[src/rtl/multi_pulse_cleaner_if.sv]
// Signal bundle between a multi_pulse_cleaner and its environment.
interface multi_pulse_cleaner_if #(
   parameter int unsigned CHANNELS = 4,
   parameter int unsigned CNT_W    = 8
);
   logic [CHANNELS-1:0]       noisy_in;
   logic [1:0]                mode;
   logic                      clear;
   logic [CHANNELS-1:0]       clean_level;
   logic [CHANNELS-1:0]       clean_pulse;
   logic [CHANNELS*CNT_W-1:0] event_count;
   logic [CHANNELS-1:0]       glitch_flag;

   // Environment side: drives raw inputs and controls, observes results.
   modport master (
      output noisy_in, mode, clear,
      input  clean_level, clean_pulse, event_count, glitch_flag
   );

   // Cleaner side.
   modport slave (
      input  noisy_in, mode, clear,
      output clean_level, clean_pulse, event_count, glitch_flag
   );
endinterface

[src/rtl/multi_pulse_cleaner.sv]
// Multi-channel input debouncer with edge pulses, event counters and glitch flags.
module multi_pulse_cleaner #(
   parameter int unsigned CHANNELS         = 4,
   parameter int unsigned DEBOUNCE_CNT_MAX = 4,
   parameter int unsigned CNT_W            = 8
) (
   input logic                   clk,
   input logic                   rst_n,
   multi_pulse_cleaner_if.slave  bus
);
   localparam int unsigned DB_W = $clog2(DEBOUNCE_CNT_MAX + 1);
   localparam logic [DB_W-1:0]  DB_LAST = DB_W'(DEBOUNCE_CNT_MAX - 1);
   localparam logic [CNT_W-1:0] CNT_SAT = '1;

   logic rise_en_c;
   logic fall_en_c;

   // Edge directions enabled by the current mode.
   assign rise_en_c = (bus.mode == 2'b00) || (bus.mode == 2'b10);
   assign fall_en_c = (bus.mode == 2'b01) || (bus.mode == 2'b10);

   for (genvar g = 0; g < int'(CHANNELS); g++) begin : g_ch
      logic             sync1_q;
      logic             sync2_q;
      logic [DB_W-1:0]  db_q;
      logic [DB_W-1:0]  db_d;
      logic             level_q;
      logic             level_d;
      logic             pulse_q;
      logic             pulse_d;
      logic             glitch_q;
      logic             glitch_d;
      logic [CNT_W-1:0] cnt_q;
      logic [CNT_W-1:0] cnt_d;

      // Channel state: synchronizer, stability counter and registered outputs.
      always_ff @(posedge clk) begin
         if (!rst_n) begin
            sync1_q  <= 1'b0;
            sync2_q  <= 1'b0;
            db_q     <= '0;
            level_q  <= 1'b0;
            pulse_q  <= 1'b0;
            glitch_q <= 1'b0;
            cnt_q    <= '0;
         end else begin
            sync1_q  <= bus.noisy_in[g];
            sync2_q  <= sync1_q;
            db_q     <= db_d;
            level_q  <= level_d;
            pulse_q  <= pulse_d;
            glitch_q <= glitch_d;
            cnt_q    <= cnt_d;
         end
      end

      // Debounce decision, pulse qualification, counting and clear.
      always_comb begin
         db_d     = db_q;
         level_d  = level_q;
         pulse_d  = 1'b0;
         glitch_d = glitch_q;
         cnt_d    = cnt_q;

         if (sync2_q != level_q) begin
            if (db_q == DB_LAST) begin
               level_d = ~level_q;
               db_d    = '0;
               pulse_d = level_q ? fall_en_c : rise_en_c;
            end else begin
               db_d = db_q + DB_W'(1);
            end
         end else begin
            db_d = '0;
            if (db_q != '0) begin
               glitch_d = 1'b1;
            end
         end

         if (pulse_d && (cnt_q != CNT_SAT)) begin
            cnt_d = cnt_q + CNT_W'(1);
         end

         if (bus.clear) begin
            cnt_d    = '0;
            glitch_d = 1'b0;
         end
      end

      assign bus.clean_level[g]               = level_q;
      assign bus.clean_pulse[g]               = pulse_q;
      assign bus.glitch_flag[g]               = glitch_q;
      assign bus.event_count[g*CNT_W +: CNT_W] = cnt_q;
   end
endmodule
[src/flat_wrapper.sv]
// flat-port wrapper written by rule: the top's interface ports become plain ports
module multi_pulse_cleaner_flat 
#(
   parameter int unsigned CHANNELS         = 4,
   parameter int unsigned DEBOUNCE_CNT_MAX = 4,
   parameter int unsigned CNT_W            = 8
)
  (clk, rst_n, bus_noisy_in, bus_mode, bus_clear, bus_clean_level, bus_clean_pulse, bus_event_count, bus_glitch_flag);
  multi_pulse_cleaner_if #(.CHANNELS(CHANNELS), .CNT_W(CNT_W)) bus_i ();
  input logic clk;
  input logic rst_n;
  input wire logic [$bits(bus_i.noisy_in)-1:0] bus_noisy_in;
  input wire logic [$bits(bus_i.mode)-1:0] bus_mode;
  input wire logic [$bits(bus_i.clear)-1:0] bus_clear;
  output wire logic [$bits(bus_i.clean_level)-1:0] bus_clean_level;
  output wire logic [$bits(bus_i.clean_pulse)-1:0] bus_clean_pulse;
  output wire logic [$bits(bus_i.event_count)-1:0] bus_event_count;
  output wire logic [$bits(bus_i.glitch_flag)-1:0] bus_glitch_flag;
  assign bus_i.noisy_in = bus_noisy_in;
  assign bus_i.mode = bus_mode;
  assign bus_i.clear = bus_clear;
  assign bus_clean_level = bus_i.clean_level;
  assign bus_clean_pulse = bus_i.clean_pulse;
  assign bus_event_count = bus_i.event_count;
  assign bus_glitch_flag = bus_i.glitch_flag;
  multi_pulse_cleaner #(.CHANNELS(CHANNELS), .DEBOUNCE_CNT_MAX(DEBOUNCE_CNT_MAX), .CNT_W(CNT_W)) u_core (.clk(clk), .rst_n(rst_n), .bus(bus_i));
endmodule
[config.mk]
export PLATFORM = sky130hd
export DESIGN_NAME = multi_pulse_cleaner_flat
export DESIGN_NICKNAME = d
export VERILOG_FILES = /design/src/rtl/multi_pulse_cleaner_if.sv /design/src/rtl/multi_pulse_cleaner.sv /design/src/flat_wrapper.sv
export SDC_FILE = /design/constraint.sdc
export NUM_CORES = 1
export LEC_CHECK = 0
export CAP_MARGIN = 40
export CELL_PAD_IN_SITES_DETAIL_PLACEMENT = 1
export CELL_PAD_IN_SITES_GLOBAL_PLACEMENT = 1
export CORE_MARGIN = 2
export CORE_UTILIZATION = 39
export DETAILED_ROUTE_END_ITERATION = 16
export PLACE_DENSITY = 0.89
export SLEW_MARGIN = 20
export SYNTH_ARGS = -nofsm -noshare
export SYNTH_HDL_FRONTEND = slang
export SYNTH_SLANG_ARGS = --single-unit
[constraint.sdc]
create_clock -name clk -period 2.5 [get_ports clk]
set_input_delay 0.75 -clock clk [delete_from_list [all_inputs] [get_ports clk]]
set_output_delay 0.75 -clock clk [all_outputs]
set_load 0.01 [all_outputs]
* Yosys cells after proc, flatten, opt, wreduce, memory -nomap -nowiden
Cells that the tools add are included.
** Operators by class
- Add/subtract/negate cells :: 8
- Multiply operators :: 0
- Div/mod/pow operators :: 0
- Order comparisons :: 0
- Eq/ne operators :: 14
- Shift-type cells :: 0
- Mux-type cells :: 12
- Bitwise gates (word level) :: 9
- Reduce and logical (&&, ||, !) cells :: 24
** Operators by type and width (count)
- $add 8x1->8 const B :: 4
- $ne 8x8->1 const B :: 4
- $reduce_and 2->1 :: 8
- $add 3x1->3 const B :: 4
- $eq 3x2->1 const B :: 4
- $mux 1 :: 12
- $reduce_bool 3->1 :: 4
- $reduce_or 3->1 :: 4
- $not 1->1 :: 9
- $logic_and 1x1->1 :: 4
- $ne 1x1->1 :: 4
- $eq 2x1->1 const B :: 1
- $eq 2x2->1 const B :: 1
- $logic_not 2->1 :: 1
- $logic_or 1x1->1 :: 2
- $reduce_or 2->1 :: 1
** Word-level totals
- Flip-flop bits (word level) :: 64
- Latch bits :: 0
- Memory bits (writable) :: 0
- Bits in read-only memories :: 0
- Input port bits :: 9
- Output and inout bits :: 44
- Logic and storage cells :: 95
- Memories kept :: 0

* Depth between registers and ports, before layout
- Depth after elaboration :: 6
- Gate-level depth with buffers :: 8
- Mapped depth without buffers :: 7

* Worst setup path before layout
OpenSTA, ideal clock, no wires.
- Kind :: in2reg
- From :: input port bus_mode[0]
- To :: register u_core.g_ch[3].cnt_q[4]
- Library setup time :: 70 ps
- Data arrival time :: 1987 ps
- Required time :: 2430 ps
- Setup slack :: 443 ps
- Stages :: 8
- Path buffers :: 1
- Cell sequence :: inv_1 ha_1 nand2_1 o22ai_2 nand3_2 buf_6 or3_1 a21oi_1
** On the way
- Word-level cells in the longest chain between the ends :: 6
- Elaborated cells between the ends (all ways) :: 9
- Classes of those cells :: eq/ne: 2; mux: 3; reduce/logical: 4
** Ends and longest elaborated chain
- from (decl) :: RTL line flat_wrapper.sv:13 : input wire logic [$bits(bus_i.mode)-1:0] bus_mode;
- $eq 2x2->1 (tied with other cells) :: RTL line multi_pulse_cleaner.sv:19, multi_pulse_cleaner.sv:20
- $logic_or 1x1->1, on equally long branches :: RTL line multi_pulse_cleaner.sv:19, multi_pulse_cleaner.sv:20
- $mux 1 (*) :: RTL line multi_pulse_cleaner.sv:69 : pulse_d = level_q ? fall_en_c : rise_en_c;
- $mux 1 (*) :: RTL line multi_pulse_cleaner.sv:66 : if (db_q == DB_LAST) begin
- $mux 1 (*) :: RTL line multi_pulse_cleaner.sv:65 : if (sync2_q != level_q) begin
- $logic_and 1x1->1 (*) :: RTL line multi_pulse_cleaner.sv:80 : if (pulse_d && (cnt_q != CNT_SAT)) begin
- to (signal assigned) :: RTL line multi_pulse_cleaner.sv:53 : cnt_q <= cnt_d;
- to (decl) :: RTL line multi_pulse_cleaner.sv:33 : logic [CNT_W-1:0] cnt_q;
Every way passes the cells marked *; elsewhere a longest branch is shown, timed or not.
A chain may end at the register's enable or synchronous reset.

* Worst setup path in the final report
- From :: input port bus_mode[1]
- To :: register u_core.g_ch[3].cnt_q[2]
The elaborated chain is that of the path after synthesis.

==> summary.md <==
| Metric | Value |
|---|---|
| Skew-Pair Late Insertion Delay | `0.34 ns` |
| Aggregate routed wire length | `6900 um` |
| Cts bufs inserted | `9` |
| Hpwl dp | `5130 um` |
| Xor and xnor fraction of the mapped netlist area | `0.0416` |
| Critical-path top delay cell | `clkdlybuf4s50_1` |
| CTS tree | `built` |
| Worst hold slack | `0.438 ns` |
| Top Family by Delay on Critical Path | `simple AND/OR/NAND/NOR gates` |
| Clk root buf | `clkbuf_8` |
| Min Tclk post-route | `2.38 ns` |
| Max VDD drop | `0.333 mV` |
| Post-Synth Simple-Gate Area | `0.239` |
| Worst setup EP type | `flip-flop` |
| Max_cap viols | `0` |
| Overflow after GRT | `0` |
| Max Fanout on Critical Path | `10` |
| Hold-fix buffers, CTS | `0` |
| Die Y | `90.9 um` |
| Pin count of the biggest net entering global routing | `33` |
| Max-slew violation count | `0` |
| Mux contribution to synthesized area | `0.0306` |
| DR WL/cell | `14.3 um` |
| Critical Path Max Stage Delay | `0.49 ns` |
| Cell Area, Synth | `2940 um2` |
| Antenna cells | `0` |
| Final core occ | `0.506` |
| Post-Synthesis Cells | `330` |
| Avg Inst Size Synth | `8.92 um2` |
| Net count after synthesis | `357` |
| Critical Path Source Type | `primary input` |
| Crit path arrival time | `2.65 ns` |
| FFs w/ async S/R, synth | `0` |
| Worst r2r dst | `u_core.g_ch[3].cnt_q[2]` |
| Flops & latches, synth | `64` |
| WS Path Type | `primary input to flip-flop` |
| # IOs | `53` |
| Sink Count | `64` |
| DRT Pass-1 Iters | `4` |
| Final hold vios | `0` |
| Critical path buffer and inverter count | `2` |
| Sequential fraction of the synthesis area | `0.435` |
| Fmax | `420 MHz` |
| Vias in the first global route | `2546` |
| Power per cell area | `508 nW/um2` |
| Clk buf depth | `2` |
| Post-route ant nets | `0` |
| Leak | `1.35 nW` |
| Top_reg_cell synth | `dfxtp_1` |
| Total track usage | `0.178` |
| First-pass GRT wire length | `11900 um` |
| FF-to-FF path depth | `6` |
| Fraction of final layout cells sized beyond drive strength 1 | `0.0935` |
| Worst Hold End | `u_core.g_ch[3].sync2_q` |
| Yosys cell types | `36` |
| Nets | `407` |
| Vias per cell | `5.02` |
| H-tree depth | `3` |
| Yosys top cell area share | `0.435` |
| R2r setup slk | `0.71 ns` |
| DRC | `0` |
| Core Area | `7290 um2` |
| Tightest Pin Transition | `0.461 ns` |
| Final setup fails | `0` |
| Die X | `90.9 um` |
| Relative slew slack | `0.692` |
| Global placer's final weighted congestion | `0.860` |
| Initial cell density of the core | `0.404` |
| IO buf count | `52` |
| Reg2reg start | `u_core.g_ch[3].cnt_q[0]` |
| Clk_skew | `0.00699 ns` |
| Antenna violations before repair | `0` |
| CP cell instances | `clkdlybuf4s50_1 > inv_1 > ha_1 > nand2_1 > o22ai_4 > nand3_4 > or3_2 > a21oi_1` |
| YS warnings | `0` |
| Hold Crit Depth | `1` |
| Ranking of synthesized cells by area | `dfxtp_1 44%, ha_1 7.6%, nor2_1 4.1%` |
| Area leader, netlist | `dfxtp_1` |
| Hold crit path type | `flip-flop to flip-flop` |
| RSZ-0062 raised after global routing | `no` |
| Pwr Total | `1.87 mW` |
| Via count | `2432` |
| Tcrit/Tclk final | `0.953` |
| Num rows | `31` |
| Synth Area in Adders | `0.0765` |
| Post-synth EDFFs | `0` |
| Largest family of logic cells by synthesized area | `simple AND/OR/NAND/NOR gates` |
| Worst-path clk slew | `0.07 ns` |
| Area Growth Syn to Fin | `25.3%` |
| WP data required | `2.76 ns` |
| Hold Path Origin | `u_core.g_ch[3].sync1_q` |
| Compound-Gate Fraction of Synth Area | `0.0956` |
| Status | `complete, no violations` |
| DIE AREA | `8260 um2` |
| 1st-iter DRT viols | `68` |
==> sequential cells by signal, indices dropped and copies added (netlist names) <==
| signal | flops |
|---|---|
| u_core.g_ch.sync1_q | 4 |
| u_core.g_ch.cnt_q | 32 |
| u_core.g_ch.pulse_q | 4 |
| u_core.g_ch.level_q | 4 |
| u_core.g_ch.glitch_q | 4 |
| u_core.g_ch.sync2_q | 4 |
| u_core.g_ch.db_q | 12 |
==> kinds of logic after synthesis <==
family	count (synthesis)
xor+xnor	14
compound gates	46
fa+ha+maj	18
simple gates	134
flops	64
buf+inv	45
mux	9
==> how the worst max path moves through the flow <==
| stage | from | to | slack, ns | cells past startpoint |
|---|---|---|---|---|
| 2_1_floorplan | bus_mode[0] | u_core.g_ch[3].cnt_q[4] | 0.44 | 8 |
| 3_5_place_dp | bus_mode[1] | u_core.g_ch[3].cnt_q[2] | -0.29 | 8 |
| 4_1_cts | bus_mode[1] | u_core.g_ch[3].cnt_q[2] | 0.07 | 8 |
| 5_1_grt | bus_mode[1] | u_core.g_ch[3].cnt_q[2] | 0.009 | 8 |
| 3_3_place_gp | bus_mode[1] | u_core.g_ch[3].cnt_q[2] | -0.16 | 8 |
| 6_report | bus_mode[1] | u_core.g_ch[3].cnt_q[2] | 0.12 | 8 |
==> layout by cell type (no fill, tap or decap), drive strengths merged, types with 13 or more instances in the layout <==
cell type	count
clkdlybuf4s50	52
inv	24
o21ai	17
ha	18
nand3	17
clkbuf	13
a21oi	19
dfxtp	64
nor2	32
nand2	26
==> synth_stat cells, types with 2 or more instances <==
| cell type | number |
|---|---|
| or3_1 | 9 |
| and2_1 | 10 |
| a211oi_1 | 2 |
| dfxtp_1 | 64 |
| nand3_1 | 15 |
| buf_6 | 2 |
| or3b_2 | 4 |
| buf_4 | 12 |
| nor2b_1 | 6 |
| nor2_1 | 32 |
| xor2_1 | 10 |
| nand3_2 | 2 |
| o21ai_0 | 15 |
| ha_1 | 18 |
| nand4_1 | 9 |
| a21oi_1 | 19 |
| nand2_1 | 26 |
| mux2i_1 | 9 |
| o22ai_2 | 4 |
| inv_1 | 24 |
| and4_1 | 4 |
| clkbuf_1 | 6 |
| nor3_1 | 5 |
| and3_1 | 8 |
| xnor2_1 | 4 |
==> what timing repair did <==
item                                    in CTS  in global routing
endpoints found under the setup margin       0                  3
setup buffers                                0                  0
gates resized for setup                      0                  3
==> metrics by stage <==
| step | TNS [ns] | instance area, um2 | setup WS [ns] | std cells |
|---|---|---|---|---|
| 6_report | 0 | 3690 | 0.117 | 484 |
| 5_1_grt | 0 | 3690 | 0.00871 | 484 |
| 4_1_cts | 0 | 3670 | 0.0700 | 484 |
| 3_5_place_dp | -4.79 | 3500 | -0.289 | 468 |
| 3_3_place_gp | -1.58 | 3500 | -0.162 | 468 |
| 2_1_floorplan | 0 | 2940 | 0.443 | 330 |
==> report_power, final <==
part | internal, mW | leakage (nW) | switching [mW]
Sequential | 1.03 | 0.517 | 0.00635
Clock | 0.385 | 0.0834 | 0.381
Combinational | 0.0359 | 0.749 | 0.0373
==> worst register-to-register path: stages (launching register included) <==
cell and delay [ns]:
dfxtp_1 0.38, ha_1 0.26, and3_1 0.20, nand3_1 0.16, nand3_4 0.13, or3_2 0.44
a21oi_1 0.15
==> layout make-up <==
class	instances	area, um2
Tap cell	99	124
Sequential cell	64	1280
Inverter	24	90.1
Multi-Input combinational cell	221	1450
Fill cell	879	3600
Clock inverter	3	17.5
Clock buffer	13	149
Timing Repair Buffer	60	581
==> routing by layer <==
layer,global-route usage,vias up,share of wire
li1,-,1204,-
met1,0.211,1171,0.44
met2,0.308,48,0.50
met3,0.0526,9,0.048
met4,0.0593,0,0.0081
met5,0,-,0
No activity file was read; power rests on OpenSTA's default activity.
